<file path="config.mk">
export PLATFORM = sky130hd
export DESIGN_NAME = cla_pipelined_addsub
export DESIGN_NICKNAME = d
export VERILOG_FILES = /design/src/rtl/cla_pipelined_addsub.sv
export SDC_FILE = /design/constraint.sdc
export NUM_CORES = 1
export LEC_CHECK = 0
export BUFFER_PORTS_ARGS = -buffer_cell sky130_fd_sc_hd__clkbuf_2
export CORE_UTILIZATION = 55
export CTS_BUF_LIST = sky130_fd_sc_hd__clkbuf_4
export CTS_CLUSTER_DIAMETER = 150
export CTS_CLUSTER_SIZE = 20
export DETAILED_ROUTE_END_ITERATION = 7
export PLACE_DENSITY = 0.76
export SYNTH_ARGS = -nofsm -noshare
export SYNTH_HDL_FRONTEND = slang
export SYNTH_SLANG_ARGS = --single-unit
export TNS_END_PERCENT = 1
</file>
<file path="constraint.sdc">
create_clock -name clk -period 2.4 [get_ports clk]
set_input_delay 0.12 -clock clk [delete_from_list [all_inputs] [get_ports clk]]
set_output_delay 0.12 -clock clk [all_outputs]
set_load 0.02 [all_outputs]
</file>
<file path="src/rtl/cla_pipelined_addsub.sv">
// -----------------------------------------------------------------------------
// cla_pipelined_addsub
//
// Pipelined carry-lookahead adder/subtractor for the execute-stage ALU.
// The operands are split into 4-bit lookahead groups. Each pipeline stage
// resolves WIDTH/STAGES bits using first-level group lookahead and a
// second-level lookahead across that stage's groups. The carry into the next
// stage is registered. Results carry C/V/Z/N flags and move through a
// valid/ready handshake with full backpressure.
//
// Optional feature macro: CLA_ADDSUB_SAT_EN
//   When defined, a beat with in_sat=1 that overflows is clamped to the
//   signed max or min value. When undefined, in_sat is ignored and no
//   saturation logic is built.
//
// Parameters
//   WIDTH   operand width. Must be a multiple of 4 and >= 8.
//   STAGES  pipeline depth. Must divide WIDTH/4; range 1..WIDTH/4.
//
// Ports
//   clk, rst_n          clock (rising edge) and async active-low reset
//   in_valid/in_ready   operand beat handshake
//   in_a, in_b          operands
//   in_sub              0: A+B, 1: A-B
//   in_sat              saturation request (only with CLA_ADDSUB_SAT_EN)
//   out_valid/out_ready result handshake
//   out_sum             result (saturated if requested and enabled)
//   out_c               carry out of the MSB (for subtract, 1 = no borrow)
//   out_v               signed overflow
//   out_z, out_n        zero / negative, taken from the delivered out_sum
// -----------------------------------------------------------------------------
module cla_pipelined_addsub #(
    parameter int WIDTH  = 32,
    parameter int STAGES = 4
) (
    input  logic             clk,
    input  logic             rst_n,
    input  logic             in_valid,
    output logic             in_ready,
    input  logic [WIDTH-1:0] in_a,
    input  logic [WIDTH-1:0] in_b,
    input  logic             in_sub,
    input  logic             in_sat,
    output logic             out_valid,
    input  logic             out_ready,
    output logic [WIDTH-1:0] out_sum,
    output logic             out_c,
    output logic             out_v,
    output logic             out_z,
    output logic             out_n
);

    localparam int NGRP = WIDTH / 4;       // total 4-bit groups
    localparam int GPS  = NGRP / STAGES;   // groups per stage
    localparam int SW   = WIDTH / STAGES;  // bits resolved per stage
    localparam int LAST = STAGES - 1;

    typedef struct packed {
        logic [WIDTH-1:0] sum;   // sum bits resolved so far
        logic             cout;  // carry out of this stage's slice
        logic             cmsb;  // carry into the top bit of this slice
    } stage_res_t;

    // One stage of lookahead over the bit slice [k*SW +: SW].
    // Bits of sum_in below the slice are passed through untouched.
    function automatic stage_res_t stage_calc(
        input logic [WIDTH-1:0] a,
        input logic [WIDTH-1:0] b,
        input logic [WIDTH-1:0] sum_in,
        input logic             cin,
        input int               k
    );
        stage_res_t     r;
        logic [GPS:0]   gc;   // carries into each group, gc[GPS] = stage carry out
        logic [GPS-1:0] gp;
        logic [GPS-1:0] gg;
        logic [3:0]     p;
        logic [3:0]     g;
        logic [3:0]     c;
        logic           t;
        logic           pr;
        int             base;

        r.sum  = sum_in;
        r.cmsb = 1'b0;
        r.cout = 1'b0;

        // First level: group propagate / generate.
        for (int j = 0; j < GPS; j++) begin
            base  = k * SW + 4 * j;
            p     = a[base +: 4] ^ b[base +: 4];
            g     = a[base +: 4] & b[base +: 4];
            gp[j] = &p;
            gg[j] = g[3] | (p[3] & g[2]) | (p[3] & p[2] & g[1])
                  | (p[3] & p[2] & p[1] & g[0]);
        end

        // Second level: each group carry is a flat sum of products over the
        // lower groups' G terms and the stage carry-in, not a ripple chain.
        gc[0] = cin;
        for (int j = 1; j <= GPS; j++) begin
            t  = 1'b0;
            pr = 1'b1;
            for (int i = j - 1; i >= 0; i--) begin
                t  = t | (gg[i] & pr);
                pr = pr & gp[i];
            end
            gc[j] = t | (pr & cin);
        end

        // Group-internal carries c1..c3 and the sum XOR.
        for (int j = 0; j < GPS; j++) begin
            base = k * SW + 4 * j;
            p    = a[base +: 4] ^ b[base +: 4];
            g    = a[base +: 4] & b[base +: 4];
            c[0] = gc[j];
            c[1] = g[0] | (p[0] & gc[j]);
            c[2] = g[1] | (p[1] & g[0]) | (p[1] & p[0] & gc[j]);
            c[3] = g[2] | (p[2] & g[1]) | (p[2] & p[1] & g[0])
                 | (p[2] & p[1] & p[0] & gc[j]);
            r.sum[base +: 4] = p ^ c;
            // The top group is visited last, so this ends up as the carry
            // into the slice's MSB; only the final stage's value is used (V).
            r.cmsb = c[3];
        end

        r.cout = gc[GPS];
        return r;
    endfunction

    // ------------------------------------------------------------------
    // Stage registers
    // ------------------------------------------------------------------
    logic [STAGES-1:0] vld_q,  vld_d;
    logic [STAGES-1:0] c_q,    c_d;
    logic [STAGES-1:0] cmsb_q, cmsb_d;
    logic [WIDTH-1:0]  sum_q [STAGES];
    logic [WIDTH-1:0]  sum_d [STAGES];
    logic [WIDTH-1:0]  a_q   [STAGES];
    logic [WIDTH-1:0]  a_d   [STAGES];
    logic [WIDTH-1:0]  b_q   [STAGES];   // B already inverted for subtract
    logic [WIDTH-1:0]  b_d   [STAGES];
`ifdef CLA_ADDSUB_SAT_EN
    logic [STAGES-1:0] sat_q, sat_d;
`endif

    // Subtract is fully absorbed at entry (inverted B, carry-in of 1), so
    // later stages need no sub tag.
    logic [STAGES-1:0] src_vld;
    logic [STAGES-1:0] src_c;
    logic [STAGES-1:0] src_sat;
    logic [WIDTH-1:0]  src_a   [STAGES];
    logic [WIDTH-1:0]  src_b   [STAGES];
    logic [WIDTH-1:0]  src_sum [STAGES];
    stage_res_t        res     [STAGES];
    logic [STAGES-1:0] adv;   // stage register may load this cycle

    // Stage inputs: stage 0 from the ports, stage k from register k-1.
    always_comb begin
        src_vld[0] = in_valid;
        src_a[0]   = in_a;
        src_b[0]   = in_sub ? ~in_b : in_b;
        src_sum[0] = '0;
        src_c[0]   = in_sub;
        src_sat[0] = in_sat;
        for (int k = 1; k < STAGES; k++) begin
            src_vld[k] = vld_q[k-1];
            src_a[k]   = a_q[k-1];
            src_b[k]   = b_q[k-1];
            src_sum[k] = sum_q[k-1];
            src_c[k]   = c_q[k-1];
`ifdef CLA_ADDSUB_SAT_EN
            src_sat[k] = sat_q[k-1];
`else
            src_sat[k] = 1'b0;
`endif
        end
    end

    always_comb begin
        for (int k = 0; k < STAGES; k++) begin
            res[k] = stage_calc(src_a[k], src_b[k], src_sum[k], src_c[k], k);
        end
    end

    // Backpressure chain: a register may load when it is empty or its
    // contents leave this cycle. Purely combinational, so a full pipeline
    // accepts in the same cycle that it delivers.
    always_comb begin
        adv       = '0;
        adv[LAST] = !vld_q[LAST] || out_ready;
        for (int k = LAST - 1; k >= 0; k--) begin
            adv[k] = !vld_q[k] || adv[k+1];
        end
    end

    assign in_ready = adv[0];

    // Data fields load only with a valid beat, so idle-cycle garbage on the
    // inputs never reaches the pipeline state.
    always_comb begin
        vld_d  = vld_q;
        c_d    = c_q;
        cmsb_d = cmsb_q;
`ifdef CLA_ADDSUB_SAT_EN
        sat_d  = sat_q;
`endif
        for (int k = 0; k < STAGES; k++) begin
            sum_d[k] = sum_q[k];
            a_d[k]   = a_q[k];
            b_d[k]   = b_q[k];
            if (adv[k]) begin
                vld_d[k] = src_vld[k];
            end
            if (adv[k] && src_vld[k]) begin
                sum_d[k]  = res[k].sum;
                c_d[k]    = res[k].cout;
                cmsb_d[k] = res[k].cmsb;
                a_d[k]    = src_a[k];
                b_d[k]    = src_b[k];
`ifdef CLA_ADDSUB_SAT_EN
                sat_d[k]  = src_sat[k];
`endif
            end
        end
    end

    always_ff @(posedge clk or negedge rst_n) begin
        if (!rst_n) begin
            vld_q  <= '0;
            c_q    <= '0;
            cmsb_q <= '0;
`ifdef CLA_ADDSUB_SAT_EN
            sat_q  <= '0;
`endif
            for (int k = 0; k < STAGES; k++) begin
                sum_q[k] <= '0;
                a_q[k]   <= '0;
                b_q[k]   <= '0;
            end
        end else begin
            vld_q  <= vld_d;
            c_q    <= c_d;
            cmsb_q <= cmsb_d;
`ifdef CLA_ADDSUB_SAT_EN
            sat_q  <= sat_d;
`endif
            for (int k = 0; k < STAGES; k++) begin
                sum_q[k] <= sum_d[k];
                a_q[k]   <= a_d[k];
                b_q[k]   <= b_d[k];
            end
        end
    end

    // ------------------------------------------------------------------
    // Output and flags from the final stage register
    // ------------------------------------------------------------------
    logic [WIDTH-1:0] raw_sum;

    assign raw_sum   = sum_q[LAST];
    assign out_valid = vld_q[LAST];
    assign out_c     = c_q[LAST];
    assign out_v     = c_q[LAST] ^ cmsb_q[LAST];

`ifdef CLA_ADDSUB_SAT_EN
    // On overflow the wrapped MSB is the inverse of the true sign: a wrapped
    // negative means the true result was positive, so clamp to max.
    always_comb begin
        out_sum = raw_sum;
        if (sat_q[LAST] && out_v) begin
            out_sum = raw_sum[WIDTH-1] ? {1'b0, {(WIDTH-1){1'b1}}}
                                       : {1'b1, {(WIDTH-1){1'b0}}};
        end
    end
`else
    logic unused_sat;
    assign unused_sat = ^{in_sat, src_sat};
    assign out_sum    = raw_sum;
`endif

    assign out_z = ~|out_sum;
    assign out_n = out_sum[WIDTH-1];

endmodule

</file>
==> summary.md <==
The static leakage is 4.65 nW. In this run the cell area of the synthesized design comes to 8530 um^2. The logs give 28,100 um for the first-pass GRT wire length and 0.563 for the initial core utilization. Transition at the pin with the smallest max-transition slack: 730 ps. Summed over all layers, the global routing overflow is 0. The count of nets left with antenna violations once routing finished came out at 0. For the total half-perimeter wirelength after legalization and detailed placement, the log shows 12,200 um. The routed wire length is 16,800 um, and the horizontal extent of the die is 127 um.

After floorplanning, the core was sized to cover 15,100 um^2. For this run, the slowest stage of the critical path takes 420 ps. The startpoint identified for the worst hold timing path is in_a[5].

STA classifies the critical path endpoint as a flip-flop. The kind of path behind the tightest hold check is primary input to flip-flop. The number of global-route vias before repair was 5,818; the total number of H-tree levels was 4. Synthesis produced 681 cells. The net load switching power is 0.00384 W. The number of antenna diodes in the final layout is 0. Setup violations remaining at the end of the flow were counted as 0. Setup repair after global routing left no endpoint under its margin. Dividing the synthesized area by the synthesized cell count gives 12.5 um^2.

The worst register-to-register path has a depth of 6. The logs give 1,079 for the fill cell instance count of the final layout and 81 for the pin count of the biggest net entering global routing. On the critical path, the stage with the largest delay is an instance of sky130_fd_sc_hd__fa_1.

The run gives 0.670 as the utilization of the core after routing. The cell sitting at the root of the clock tree is a sky130_fd_sc_hd__clkbuf_4. The smallest clock period supported by the final layout is computed as 2240 ps.

The proportion of register bits with asynchronous set or reset after synthesis was 1.00. The type of the setup path with the least slack is flip-flop to flip-flop. The cell family contributing the most delay on the critical path is adder cells. Data on the critical path is required at its endpoint by 2870 ps. The tools report the final standard cell count with taps included and fillers excluded as 1,047. In this run, placement finished with an instance count of 962.

Summing internal, switching and leakage power gives 0.0105 W. Buffers placed on the I/O ports in this run total 106. Along the worst path, the maximum fanout reaches 3. The die extent in y came out at 127 um. After clock tree synthesis, the setup repair step added 0 buffers. No sink is reached through more buffers than the 2 on the longest clock path.

The area growth from synthesis to layout was 18.9%; the clock latency on the worst-skew pair was 580 ps. The DRC violation count after routing came out at 0. The share of cells above drive strength 1 came out at 0.329. The worst-case IR drop observed on VDD is 0.000454 V. The die covers 16,000 um^2. The number of antenna violations at the first check in global routing was 0; the clock-pin slew on the worst setup and hold paths was 130 ps. The flow ran to the end, and the final reports show no timing, DRC or antenna violations. The number of buffer and inverter instances along the worst setup path is 0, and the first-pass detailed-route iteration total is 8. Proportion of power drawn by flip-flops and latches: 0.476.

The launch instance of the worst register-to-register path is a_q[81]$_DFFE_PN0P_. The library cells used most frequently in the layout, excluding fill and tap cells, are 185 x sky130_fd_sc_hd__dfrtp_1, 123 x sky130_fd_sc_hd__mux2_2, 105 x sky130_fd_sc_hd__clkbuf_2. Timing would allow up to 446 MHz. The hold path endpoint was res[75]$_DFFE_PN0P_. The max-slew violation total from the final report came out at 0. The tools report the worst-case headroom to the max-slew limit as 0.513. The initialized floorplan defines 45 standard-cell rows. The fraction of synthesized cell area in xor and xnor cells works out to 0.0472.

Counting flops and latches in the post-synthesis netlist gives 185. The share of synthesized area spent on multiplexers works out to 0.163. The post-synthesis share of cell area spent on full adders, half adders and majority gates came out at 0.0633. The most common cell after layout, fill and taps aside was sky130_fd_sc_hd__dfrtp_1. The total internal power was 0.00665 W. The flop-to-flop setup slack is 160 ps, and the number of vias per cell is 5.48. The final-stage net count was 958. The total number of vias came out at 5,738. The I/O pin count is 108. The ratio of final minimum period to clock period was 0.934. The fraction of the yosys area taken by sequential cells is 0.543. After the first detailed-routing iteration, the DRC count stood at 309. After detailed placement, the total cell area comes to 9330 um^2.

The switching share of total power works out to 0.366. The tools report the type of origin of the critical path as a flip-flop. The terminus of the critical flop-to-flop path is res[22]$_DFFE_PN0P_. The fraction of the mapped netlist area in simple logic gates came out at 0.0733. For the final-report hold violation count, the log shows 0. TritonCTS built the clock tree. Clock tree synthesis found a total of 185 sinks.

The global-route total usage across every layer is 0.226, and the worst hold path stage count is 4. Number of flops mapped to enable cells by yosys: 0. The number of distinct library cell variants in the gate-level netlist after synthesis is 42.

For the final database, setup skew stands at 14.9 ps. Walking the worst path, the cells encountered are ha_1 > o21ai_0 > o21bai_1 > a21o_1 > fa_1 > mux2_2. Counting every net in the synthesized netlist gives 790.

TritonCTS created 17 clock buffers. For the worst setup path, the data arrival time is 2720 ps. For the final RePlAce weighted congestion, the log shows 0.826. Summed over all failing endpoints, the final setup total negative slack is 0 ps. Power spread over the standard cell area amounts to 1030 nW/um^2. Most used flip-flop cell after synthesis: sky130_fd_sc_hd__dfrtp_1. The synthesis warning total was 0; the share of total power in the clock network was 0.144.

The average wire per cell in the routed design came out at 16.0 um. The logs give 0.380 for the combinational fraction of design power and 10,100 um^2 for the final instance area. Combinational family with the most area after synthesis: multiplexers. The post-synthesis compound-gate area fraction works out to 0.0843. The max-cap check violation count was 0.
cell usage after synthesis, types with 6 or more instances:
| cell type | instances | share of area |
|---|---|---|
| sky130_fd_sc_hd__o21ai_0 | 50 | 0.029 |
| sky130_fd_sc_hd__nand3_1 | 6 | 0.0035 |
| sky130_fd_sc_hd__buf_4 | 6 | 0.0053 |
| sky130_fd_sc_hd__buf_2 | 20 | 0.012 |
| sky130_fd_sc_hd__a211oi_1 | 11 | 0.0097 |
| sky130_fd_sc_hd__a21o_1 | 8 | 0.0070 |
| sky130_fd_sc_hd__ha_1 | 32 | 0.047 |
| sky130_fd_sc_hd__nand2_1 | 61 | 0.027 |
| sky130_fd_sc_hd__fa_1 | 7 | 0.016 |
| sky130_fd_sc_hd__nor2_1 | 19 | 0.0084 |
| sky130_fd_sc_hd__xnor2_1 | 31 | 0.032 |
| sky130_fd_sc_hd__inv_1 | 15 | 0.0066 |
| sky130_fd_sc_hd__mux2_2 | 123 | 0.16 |
| sky130_fd_sc_hd__nor4_1 | 8 | 0.0059 |
| sky130_fd_sc_hd__dfrtp_1 | 185 | 0.54 |
| sky130_fd_sc_hd__nand2b_1 | 6 | 0.0044 |
| sky130_fd_sc_hd__xor2_1 | 15 | 0.015 |
| sky130_fd_sc_hd__o31ai_1 | 9 | 0.0079 |
| sky130_fd_sc_hd__a21oi_1 | 13 | 0.0076 |
power groups by stage:
stage,Sequential (W),Clock (W),Combinational (W)
after floorplan,0.00509,0,0.00252
after global placement,0.00498,0,0.00364
after detailed placement,0.00506,0,0.00387
after CTS,0.00499,0.00155,0.00396
after global routing,0.00513,0.00167,0.00440
final,0.00500,0.00151,0.00398
cell families after synthesis:
family | Yosys count
compound gates | 114
xor+xnor | 46
mux | 124
simple gates | 127
flops | 185
buf+inv | 46
fa+ha+maj | 39
through the flow:
step / worst slack (ps) / hold WS (ps)
after global placement: 189 / 203
after detailed placement: 123 / 213
after CTS: 59.6 / 8.45
final: 158 / 52.8
after floorplan: 151 / -176
after global routing: 32.6 / 32.0
per-layer routing:
layer / part of all wire / global-route usage / wire length, um / up-vias
met1: 0.45 / 0.289 / 7600 / 2812
li1: - / - / - / 2758
met2: 0.49 / 0.376 / 8170 / 136
met3: 0.035 / 0.0523 / 584 / 32
met5: 0 / 0 / 0 / -
met4: 0.024 / 0.0886 / 410 / 0
timing repair:
action | in CTS | in global routing
endpoints found under the setup margin | 0 | 4
gates resized for setup | 0 | 5
hold buffers | 56 | 0
endpoints found under the hold margin | 131 | 0
worst max path at each step:
| stage | startpoint | end | slack [ps] | cells after the start |
|---|---|---|---|---|
| after detailed placement | a_q[80]$_DFFE_PN0P_ | res[22]$_DFFE_PN0P_ | 120 | 6 |
| after global routing | a_q[105]$_DFFE_PN0P_ | res[48]$_DFFE_PN0P_ | 30 | 6 |
| after CTS | out_sum[16]$_DFFE_PN0P_ | out_z | 60 | 4 |
| after floorplan | in_sub | res[74]$_DFFE_PN0P_ | 150 | 9 |
| final | a_q[81]$_DFFE_PN0P_ | res[22]$_DFFE_PN0P_ | 160 | 6 |
| after global placement | a_q[80]$_DFFE_PN0P_ | res[22]$_DFFE_PN0P_ | 190 | 6 |
flip-flops by register name, indices dropped and copies added (netlist names):
signal / flops
vld_q: 4
a_q: 48
c_q: 4
res: 48
cmsb_q: 1
b_q: 48
out_sum: 32
worst reg2reg max path, cell delays in order, from the launching register on:
cell                       delay, ps
sky130_fd_sc_hd__dfrtp_1         400
sky130_fd_sc_hd__ha_1            350
sky130_fd_sc_hd__o21ai_0         330
sky130_fd_sc_hd__o21bai_1        160
sky130_fd_sc_hd__a21o_1          220
sky130_fd_sc_hd__fa_1            420
sky130_fd_sc_hd__mux2_2          260
final cells by class:
cell class / count / area (um^2) / area share
Tap cell: 188 / 235 / 0.0232
Timing Repair Buffer: 180 / 1280 / 0.126
Clock buffer: 20 / 150 / 0.0148
Sequential cell: 185 / 4630 / 0.456
Inverter: 15 / 56.3 / 0.00555
Clock inverter: 9 / 78.8 / 0.00777
Multi-Input combinational cell: 450 / 3710 / 0.366
(Power assumes the default switching activity.)
